## config.mk

```make
export PLATFORM = sky130hd
export DESIGN_NAME = ntt_addr_seq
export DESIGN_NICKNAME = d
export VERILOG_FILES = /design/src/rtl/ntt_pkg.sv /design/src/rtl/ntt_gap_cnt.sv /design/src/rtl/ntt_addr_seq.sv
export SDC_FILE = /design/constraint.sdc
export NUM_CORES = 1
export LEC_CHECK = 0
export ABC_AREA = 1
export BUFFER_PORTS_ARGS = -buffer_cell sky130_fd_sc_hd__buf_2
export CORE_MARGIN = 2
export CORE_UTILIZATION = 54
export CTS_CLUSTER_SIZE = 40
export DETAILED_ROUTE_END_ITERATION = 12
export PLACE_DENSITY_LB_ADDON = 0.08
export SYNTH_ARGS = -nofsm -noshare
export SYNTH_HDL_FRONTEND = slang
export SYNTH_SLANG_ARGS = --single-unit
export TNS_END_PERCENT = 50
```

## constraint.sdc

```tcl
create_clock -name clk -period 2.9 [get_ports clk]
set_clock_uncertainty 0.1 [all_clocks]
set_input_delay 0.29 -clock clk [delete_from_list [all_inputs] [get_ports clk]]
set_output_delay 0.29 -clock clk [all_outputs]
set_load 0.02 [all_outputs]
```

## src/rtl/ntt_pkg.sv

```systemverilog
// Shared constants and FSM state type for the NTT address sequencer.
// Pure declarations; no logic, no latency, no flow control.
// ROM geometry: 128 words walked as 4 stages of 32.
package ntt_pkg;

    localparam int NTT_ADDR_W = 7;
    localparam int NTT_STG_W  = 2;
    localparam int NTT_GAP_W  = 4;
    localparam int NTT_WORDS  = 2 ** NTT_ADDR_W;

    typedef enum logic [2:0] {
        ST_IDLE,
        ST_RUN,
        ST_GAP,
        ST_FLUSH,
        ST_DONE
    } seq_state_e;

endpackage

```

## src/rtl/ntt_gap_cnt.sv

```systemverilog
// Loadable down-counter timing the inter-stage bubble; zero flag is combinational.
// Load takes effect next cycle; counts down by one per cycle and parks at zero.
// No backpressure: the counter runs regardless of downstream readiness.
module ntt_gap_cnt #(
    parameter int W = 4
) (
    input  logic         clk,
    input  logic         rst_n,
    input  logic         load,
    input  logic [W-1:0] load_val,
    output logic         zero
);

    logic [W-1:0] cnt_q;

    always_ff @(posedge clk or negedge rst_n) begin
        if (!rst_n) begin
            cnt_q <= '0;
        end else if (load) begin
            cnt_q <= load_val;
        end else if (cnt_q != '0) begin
            cnt_q <= cnt_q - 1'b1;
        end
    end

    assign zero = (cnt_q == '0);

endmodule

```

## src/rtl/ntt_addr_seq.sv

```systemverilog
// NTT ROM index sequencer with inter-stage bubbles; NTT_SEQ_INTT_EN adds inverse walk.
// Latency: start -> first rom_addr next cycle; data_vld/last/stg trail an issue by 1 cycle.
// Backpressure: rdy=0 in RUN holds rom_addr and injects a vld bubble; GAP ignores rdy.
module ntt_addr_seq
    import ntt_pkg::*;
#(
    parameter int ADDR_W = NTT_ADDR_W,
    parameter int STG_W  = NTT_STG_W,
    parameter int GAP_W  = NTT_GAP_W
) (
    input  logic              clk,
    input  logic              rst_n,
    input  logic              start,
    input  logic [GAP_W-1:0]  gap_cfg,
`ifdef NTT_SEQ_INTT_EN
    input  logic              inv,
`endif
    input  logic              rdy,
    output logic [ADDR_W-1:0] rom_addr,
    output logic              data_vld,
    output logic              data_last,
    output logic [STG_W-1:0]  data_stg,
    output logic              busy,
    output logic              done
);

    localparam int LO_W = ADDR_W - STG_W;
    localparam logic [ADDR_W-1:0] IDX_MAX = '1;
    localparam logic [LO_W-1:0]   LO_MAX  = '1;

    seq_state_e        state_q, state_d;
    logic [ADDR_W-1:0] idx_q, idx_nxt, idx_first, idx_end;
    logic [LO_W-1:0]   lo_end;
    logic [STG_W-1:0]  idx_stg;
    logic [GAP_W-1:0]  gap_q;
    logic              accept, issue, at_end, stg_end, gap_load, gap_zero;

`ifdef NTT_SEQ_INTT_EN
    logic inv_q;

    always_ff @(posedge clk or negedge rst_n) begin
        if (!rst_n) begin
            inv_q <= 1'b0;
        end else if (accept) begin
            inv_q <= inv;
        end
    end

    // Inverse walk mirrors the index; stage numbering stays 0..3 in walk order.
    assign idx_first = inv ? IDX_MAX : '0;
    assign idx_end   = inv_q ? '0 : IDX_MAX;
    assign lo_end    = inv_q ? '0 : LO_MAX;
    assign idx_nxt   = inv_q ? idx_q - 1'b1 : idx_q + 1'b1;
    assign idx_stg   = inv_q ? ~idx_q[ADDR_W-1 -: STG_W] : idx_q[ADDR_W-1 -: STG_W];
`else
    assign idx_first = '0;
    assign idx_end   = IDX_MAX;
    assign lo_end    = LO_MAX;
    assign idx_nxt   = idx_q + 1'b1;
    assign idx_stg   = idx_q[ADDR_W-1 -: STG_W];
`endif

    assign accept   = (state_q == ST_IDLE) && start;
    assign issue    = (state_q == ST_RUN) && rdy;
    assign at_end   = (idx_q == idx_end);
    assign stg_end  = issue && (idx_q[LO_W-1:0] == lo_end) && !at_end;
    assign gap_load = stg_end && (gap_q != '0);

    ntt_gap_cnt #(.W(GAP_W)) u_gap_cnt (
        .clk      (clk),
        .rst_n    (rst_n),
        .load     (gap_load),
        .load_val (gap_q - 1'b1),
        .zero     (gap_zero)
    );

    always_ff @(posedge clk or negedge rst_n) begin
        if (!rst_n) begin
            state_q <= ST_IDLE;
        end else begin
            state_q <= state_d;
        end
    end

    always_comb begin
        state_d = state_q;
        unique case (state_q)
            ST_IDLE:  if (start) state_d = ST_RUN;
            ST_RUN: begin
                if (issue && at_end) state_d = ST_FLUSH;
                else if (gap_load)   state_d = ST_GAP;
            end
            ST_GAP:   if (gap_zero) state_d = ST_RUN;
            ST_FLUSH: if (data_last) state_d = ST_DONE;
            ST_DONE:  state_d = ST_IDLE;
            default:  state_d = ST_IDLE;
        endcase
    end

    always_ff @(posedge clk or negedge rst_n) begin
        if (!rst_n) begin
            idx_q <= '0;
            gap_q <= '0;
        end else if (accept) begin
            idx_q <= idx_first;
            gap_q <= gap_cfg;
        end else if (issue && !at_end) begin
            idx_q <= idx_nxt;
        end
    end

    // One register stage matches the ROM's registered read data.
    always_ff @(posedge clk or negedge rst_n) begin
        if (!rst_n) begin
            data_vld  <= 1'b0;
            data_last <= 1'b0;
            data_stg  <= '0;
        end else begin
            data_vld  <= issue;
            data_last <= issue && at_end;
            data_stg  <= idx_stg;
        end
    end

    assign rom_addr = idx_q;
    assign busy     = (state_q == ST_RUN) || (state_q == ST_GAP) || (state_q == ST_FLUSH);
    assign done     = (state_q == ST_DONE);

endmodule
```

# Word-level counts from Yosys, hierarchy flattened
# Index checks and enable logic that the tools add are counted.
[op_classes]
addsub = 3
eq_ne = 10
mux = 10
n_reduce_logical = 17
[ops]
columns = ["operator", "count"]
rows = [
  ["$mux W3", 5],
  ["$mux W7", 2],
  ["$pmux W3 S4", 1],
  ["$mux W4", 2],
  ["$reduce_bool A4 Y1", 2],
  ["$sub A4 B1 Y4 const B", 2],
  ["$add A7 B1 Y7 const B", 1],
  ["$eq A7 B7 Y1 const B", 1],
  ["$logic_and A1 B1 Y1", 7],
  ["$eq A3 B2 Y1 const B", 2],
  ["$ne A2 B2 Y1 const B", 3],
  ["$eq A5 B5 Y1 const B", 1],
  ["$logic_not A4 Y1", 1],
  ["$reduce_and A4 Y1", 1],
  ["$reduce_bool A2 Y1", 2],
  ["$eq A3 B1 Y1 const B", 1],
  ["$eq A3 B3 Y1 const B", 1],
  ["$logic_not A3 Y1", 1],
  ["$ne A3 B3 Y1 const B", 1],
  ["$logic_or A1 B1 Y1", 2],
  ["$logic_not A1 Y1", 1],
]
[totals]
regBits = 22
in_bits = 8
output_inout_bits = 13
wordCells = 47

# Depth between registers and ports, before layout
[logic_depth]
depth_word = 8
mapped_depth = 13
depth_no_buf = 13

# Hierarchy
# Synthesis repeated with hierarchy kept, for this count alone.
[unflattened]
cells_unflattened = 149
hier_area_um2 = 1192.4
[by_module_without_submodules]
columns = ["module", "instances", "cells_each", "area_per_inst_um2", "seq_area_each_um2"]
rows = [
  ["ntt_addr_seq", 1, 115, 949.7, 450.4],
  ["ntt_gap_cnt", 1, 34, 242.7, 100.1],
]

# Least setup slack after synthesis
# Ideal clock, no wire load.
[synth_timing]
path_kind = "register to register"
start = "register idx_q[0] (netlist: rom_addr[0])"
end = "register u_gap_cnt.cnt_q[2]"
setup_ps = 77
arrival_time_ps = 2068
t_required_ps = 2723
slack_ps = 655
stages_incl_launch_ff = 14
path_buffers = 0
period_less_slack_ps = 2245
path_cell_list = "dfrtp_1 ha_1 nand3_2 inv_1 ha_1 inv_1 a21oi_2 nand3_4 nand2_1 nand2_1 ha_1 inv_1 nand3_1 a21oi_1"
[synth_between]
elab_chain_len = 5
word_cells_on_any_way = 8
[synth_rtl]
columns = ["item", "line", "rtl"]
rows = [
  ["start, declared", "ntt_addr_seq.sv:32", "logic [ADDR_W-1:0] idx_q, idx_nxt, idx_first, idx_end;"],
  ["start signal, assigned", "ntt_addr_seq.sv:105", "idx_q <= idx_first;"],
  ["start signal, assigned", "ntt_addr_seq.sv:108", "idx_q <= idx_nxt;"],
  ["$eq A7 B7 Y1 or $eq A5 B5 Y1 (tied branches)", "ntt_addr_seq.sv:65, ntt_addr_seq.sv:66", ""],
  ["$logic_not A1 Y1 or $logic_and A1 B1 Y1 (tied branches)", "ntt_addr_seq.sv:66", "assign stg_end = issue && (idx_q[LO_W-1:0] == lo_end) && !at_end;"],
  ["$logic_and A1 B1 Y1 *", "ntt_addr_seq.sv:66", ""],
  ["$logic_and A1 B1 Y1 *", "ntt_addr_seq.sv:67", "assign gap_load = stg_end && (gap_q != '0);"],
  ["$mux W4 or $reduce_bool A2 Y1 (tied branches)", "n/a", ""],
  ["end signal, assigned", "ntt_gap_cnt.sv:20", "cnt_q <= load_val;"],
  ["end signal, assigned", "ntt_gap_cnt.sv:22", "cnt_q <= cnt_q - 1'b1;"],
  ["end, declared", "ntt_gap_cnt.sv:14", "logic [W-1:0] cnt_q;"],
]
# Mark *: on every way between the ends. The rest lies on a longest branch, timed or not.
# A chain may end at the register's enable or synchronous reset.

# Worst setup path in the final report
# Ends and elaborated chain as after synthesis.

==> run_results.csv <==
group,metric,value,unit
place,gp_congestion,0.904,
floorplanning,rows,17,
synth,synth-seq-cells,22,
clock_network,cts_tree,"yes",
synth,async_flop_share,1.00,
setup_path,r2r_cells,13,
power_and_ir_drop,finalPower,980,uW
setup_path,r2r-start,"rom_addr[0]$_DFFE_PN0P_",
routing,drt_iter0_markers,10,
sta,period_needed,2.27,ns
synth,ys_types,25,
clock_network,numCtsBuffers,3,
synth,yosysSeqAreaShare,0.450,
power_and_ir_drop,ir_drop,0.000454,V
floorplanning,coreArea,2170,um^2
routing,drt_wl_total,2.09,mm
setup_path,crit_type,"reg2reg",
synth,yosysWarnings,0,
routing,vias,950,
routing,drc,0,
clock_network,clk_latency,0.30,ns
synth,syn_inst,138,
power_and_ir_drop,combPwrFrac,0.408,
run_status,status,"complete, no violations",
grt,grtUsageTotal,0.183,
routing,routed_via_density,5.03,
floorplanning,initial_utilization,0.563,
clock_network,clk_pin_slew,0.12,ns
sta,finalHoldViolations,0,
sta,timing.setup.tns,0,ns
power_and_ir_drop,p_int,573,uW
worst_hold_path,min_to,"gap_q[1]$_DFFE_PN0P_",
place,portBuffers,20,
grt,grt_antenna_before_repair,0,
synth,yosys-top-cells-area,"dfrtp_1 45%, nand2_1 9.5%, inv_1 4.9%",
setup_path,cp_cell_sequence,"ha_1, nand3_2, inv_1, ha_1, inv_1, a21oi_2, nand3_4, nand2_1, nand2_1, ha_1, inv_1, nand3_1, a21oi_1",
power_and_ir_drop,clkPwrFrac,0.139,
floorplanning,die_x,51.6,um
clock_network,clockBufferDepth,2,
sta,clock.fmax,440,MHz
synth,syn_area_per_cell,8.86,um^2
clock_network,cts.sinks,22,
synth,synth_ff_type,"dfrtp_1",
synth,synth.largest_area_cell,"dfrtp_1",
run,maxCapViolCount,0,
grt,grt_pass1_wl,3.64,mm
sta,worst_slew_margin_rel,0.680,
worst_hold_path,min_from,"gap_cfg[1]",
floorplanning,die_h,51.6,um
sta,worst_slack,0.628,ns
power_and_ir_drop,netSwitchingFraction,0.415,
routing,ant_nets,0,
finish,drive_gt1_frac,0.298,
sta,drv_slew,0,
finish,num_antenna_cells,0,
synth,synth_nets,149,
grt,grt_max_degree,23,
synth,synthesis.area,1220,um^2
setup_path,cp_slowest_cell,"dfrtp_1",
sta,rsz0062_at_grt,"no",
finish,final_nets,174,
synth,yosysTopAreaCellShare,0.450,
power_and_ir_drop,seq_power_share,0.453,
routing,first_pass_iters,4,
synth,synth_edf_count,0,
setup_path,cp-start-kind,"register",
floorplanning,fp.dieArea,2660,um^2
sta,worst_pin_slew,0.481,ns
setup_path,arrival,2.41,ns
finish,synthToLayoutAreaGrowth,12.8,%
place,place_ws,0.625,ns
routing,wl_per_cell,11.1,um
floorplanning,io_pins,21,
setup_path,slowest_delay,0.42,ns
setup_path,worstPathRequired,3.04,ns
place,hpwlAfterDp,1.62,mm
finish,nFillCells,206,
setup_path,endpoint_kind,"register",
finish,final_util,0.636,
clock_network,cts_root_buf,"clkbuf_4",
setup_path,rrSetupSlack,0.63,ns
grt,grt_pass1_vias,839,
sta,report.final.setup_viol,0,
worst_hold_path,min_path_type,"in2reg",
clock_network,cts.htree.levels,1,
finish,final_common_cell,"nand2_1",
power_and_ir_drop,p_per_area,711,nW/um^2
setup_path,worstPathMaxFanout,7,
setup_path,r2r-end,"u_gap_cnt.cnt_q[2]$_DFFE_PN0P_",
power_and_ir_drop,p_leak,0.745,nW
grt,grt-ovfl-total,0,
power_and_ir_drop,p_sw,407,uW
finish,mostFrequentLayoutCells,"31 x nand2_1, 22 x dfrtp_1, 20 x buf_2, 16 x inv_1, 15 x nor2_1",
sta,fin_crit_sh,0.783,
worst_hold_path,hold_depth,3,
[worst max-delay path, delay by kind of cell, from the launching register on]
| kind | cells | cell delay, ns |
|---|---|---|
| and+or+nand+nor | 5 | 0.52 |
| adders and majority gates | 3 | 0.58 |
| DFF | 1 | 0.42 |
| buffers and inverters | 3 | 0.20 |
| AOI/OAI and AO/OA | 2 | 0.37 |
[state kept, by name, indices dropped and copies added, names as in the netlist]
name and count:
data_last 1, gap_q 4, state_q 3, data_vld 1
u_gap_cnt.cnt_q 4, data_stg 2, rom_addr 7
[per-stage QoR]
stage / hold slack, ns / cell area (um^2) / std cells
floorplan: -0.106 / 1220 / 138
global placement: 0.177 / 1350 / 185
detailed placement: 0.179 / 1350 / 185
CTS: 0.0839 / 1380 / 189
global route: 0.0804 / 1380 / 189
finish: 0.0839 / 1380 / 189
[routing by layer]
layer  vias to the layer above  global-route usage  part of all wire
met3                         2              0.0259             0.038
met5                         -                   0                 0
met1                       445               0.262              0.48
li1                        486                   -                 -
met4                         0              0.0614            0.0081
met2                        17               0.286              0.47
[kinds of logic after synthesis]
family,count (synthesis),share of synthesized area
AND/OR/NAND/NOR,80,0.388
buffers and inverters,23,0.0829
flip-flops,22,0.450
AO/OA/AOI/OAI,9,0.0409
adder cells (fa/ha/maj),3,0.0307
XOR/XNOR,1,0.00717
[synthesized netlist by cell type (2+ instances only)]
cell,n
nand4_1,3
dfrtp_1,22
o21ai_0,2
nand2_1,31
nand2_2,6
nor2_1,15
inv_2,3
nor3_1,2
nand3b_1,2
ha_1,3
nor2_8,2
nand3_4,2
nor2_4,2
nand3_2,4
inv_1,16
a21oi_1,4
inv_4,3
nand3_1,9
[worst max-delay path by stage]
stage / start / endpoint / slack, ns
6_report: rom_addr[0]$_DFFE_PN0P_ / u_gap_cnt.cnt_q[2]$_DFFE_PN0P_ / 0.63
3_3_place_gp: rom_addr[0]$_DFFE_PN0P_ / u_gap_cnt.cnt_q[2]$_DFFE_PN0P_ / 0.73
5_1_grt: rom_addr[0]$_DFFE_PN0P_ / u_gap_cnt.cnt_q[2]$_DFFE_PN0P_ / 0.36
4_1_cts: rom_addr[0]$_DFFE_PN0P_ / u_gap_cnt.cnt_q[2]$_DFFE_PN0P_ / 0.60
3_5_place_dp: rom_addr[0]$_DFFE_PN0P_ / u_gap_cnt.cnt_q[2]$_DFFE_PN0P_ / 0.63
2_1_floorplan: rom_addr[0]$_DFFE_PN0P_ / u_gap_cnt.cnt_q[2]$_DFFE_PN0P_ / 0.65
[area by class of cell]
cell class                      count  area (um^2)  area share
Inverter                           22         90.1      0.0653
Sequential cell                    22          551       0.399
Timing Repair Buffer               21          110      0.0799
Clock buffer                        3         22.5      0.0163
Tap cell                           28         35.0      0.0254
Multi-Input combinational cell     93          571       0.414
[power groups by stage]
| stage | clock network, mW | registers (mW) | logic, mW |
|---|---|---|---|
| after floorplan | 0 | 0.441 | 0.333 |
| after global placement | 0 | 0.448 | 0.394 |
| after detailed placement | 0 | 0.453 | 0.403 |
| after CTS | 0.138 | 0.446 | 0.405 |
| after global routing | 0.153 | 0.453 | 0.458 |
| final | 0.137 | 0.444 | 0.400 |
[what timing repair did]
action                    in CTS  in global routing
resized for setup              0                  0
buffers inserted               0                  0
hold buffers                   1                  0
hold endpoints to repair      22                  0
(Power assumes the default switching activity.)
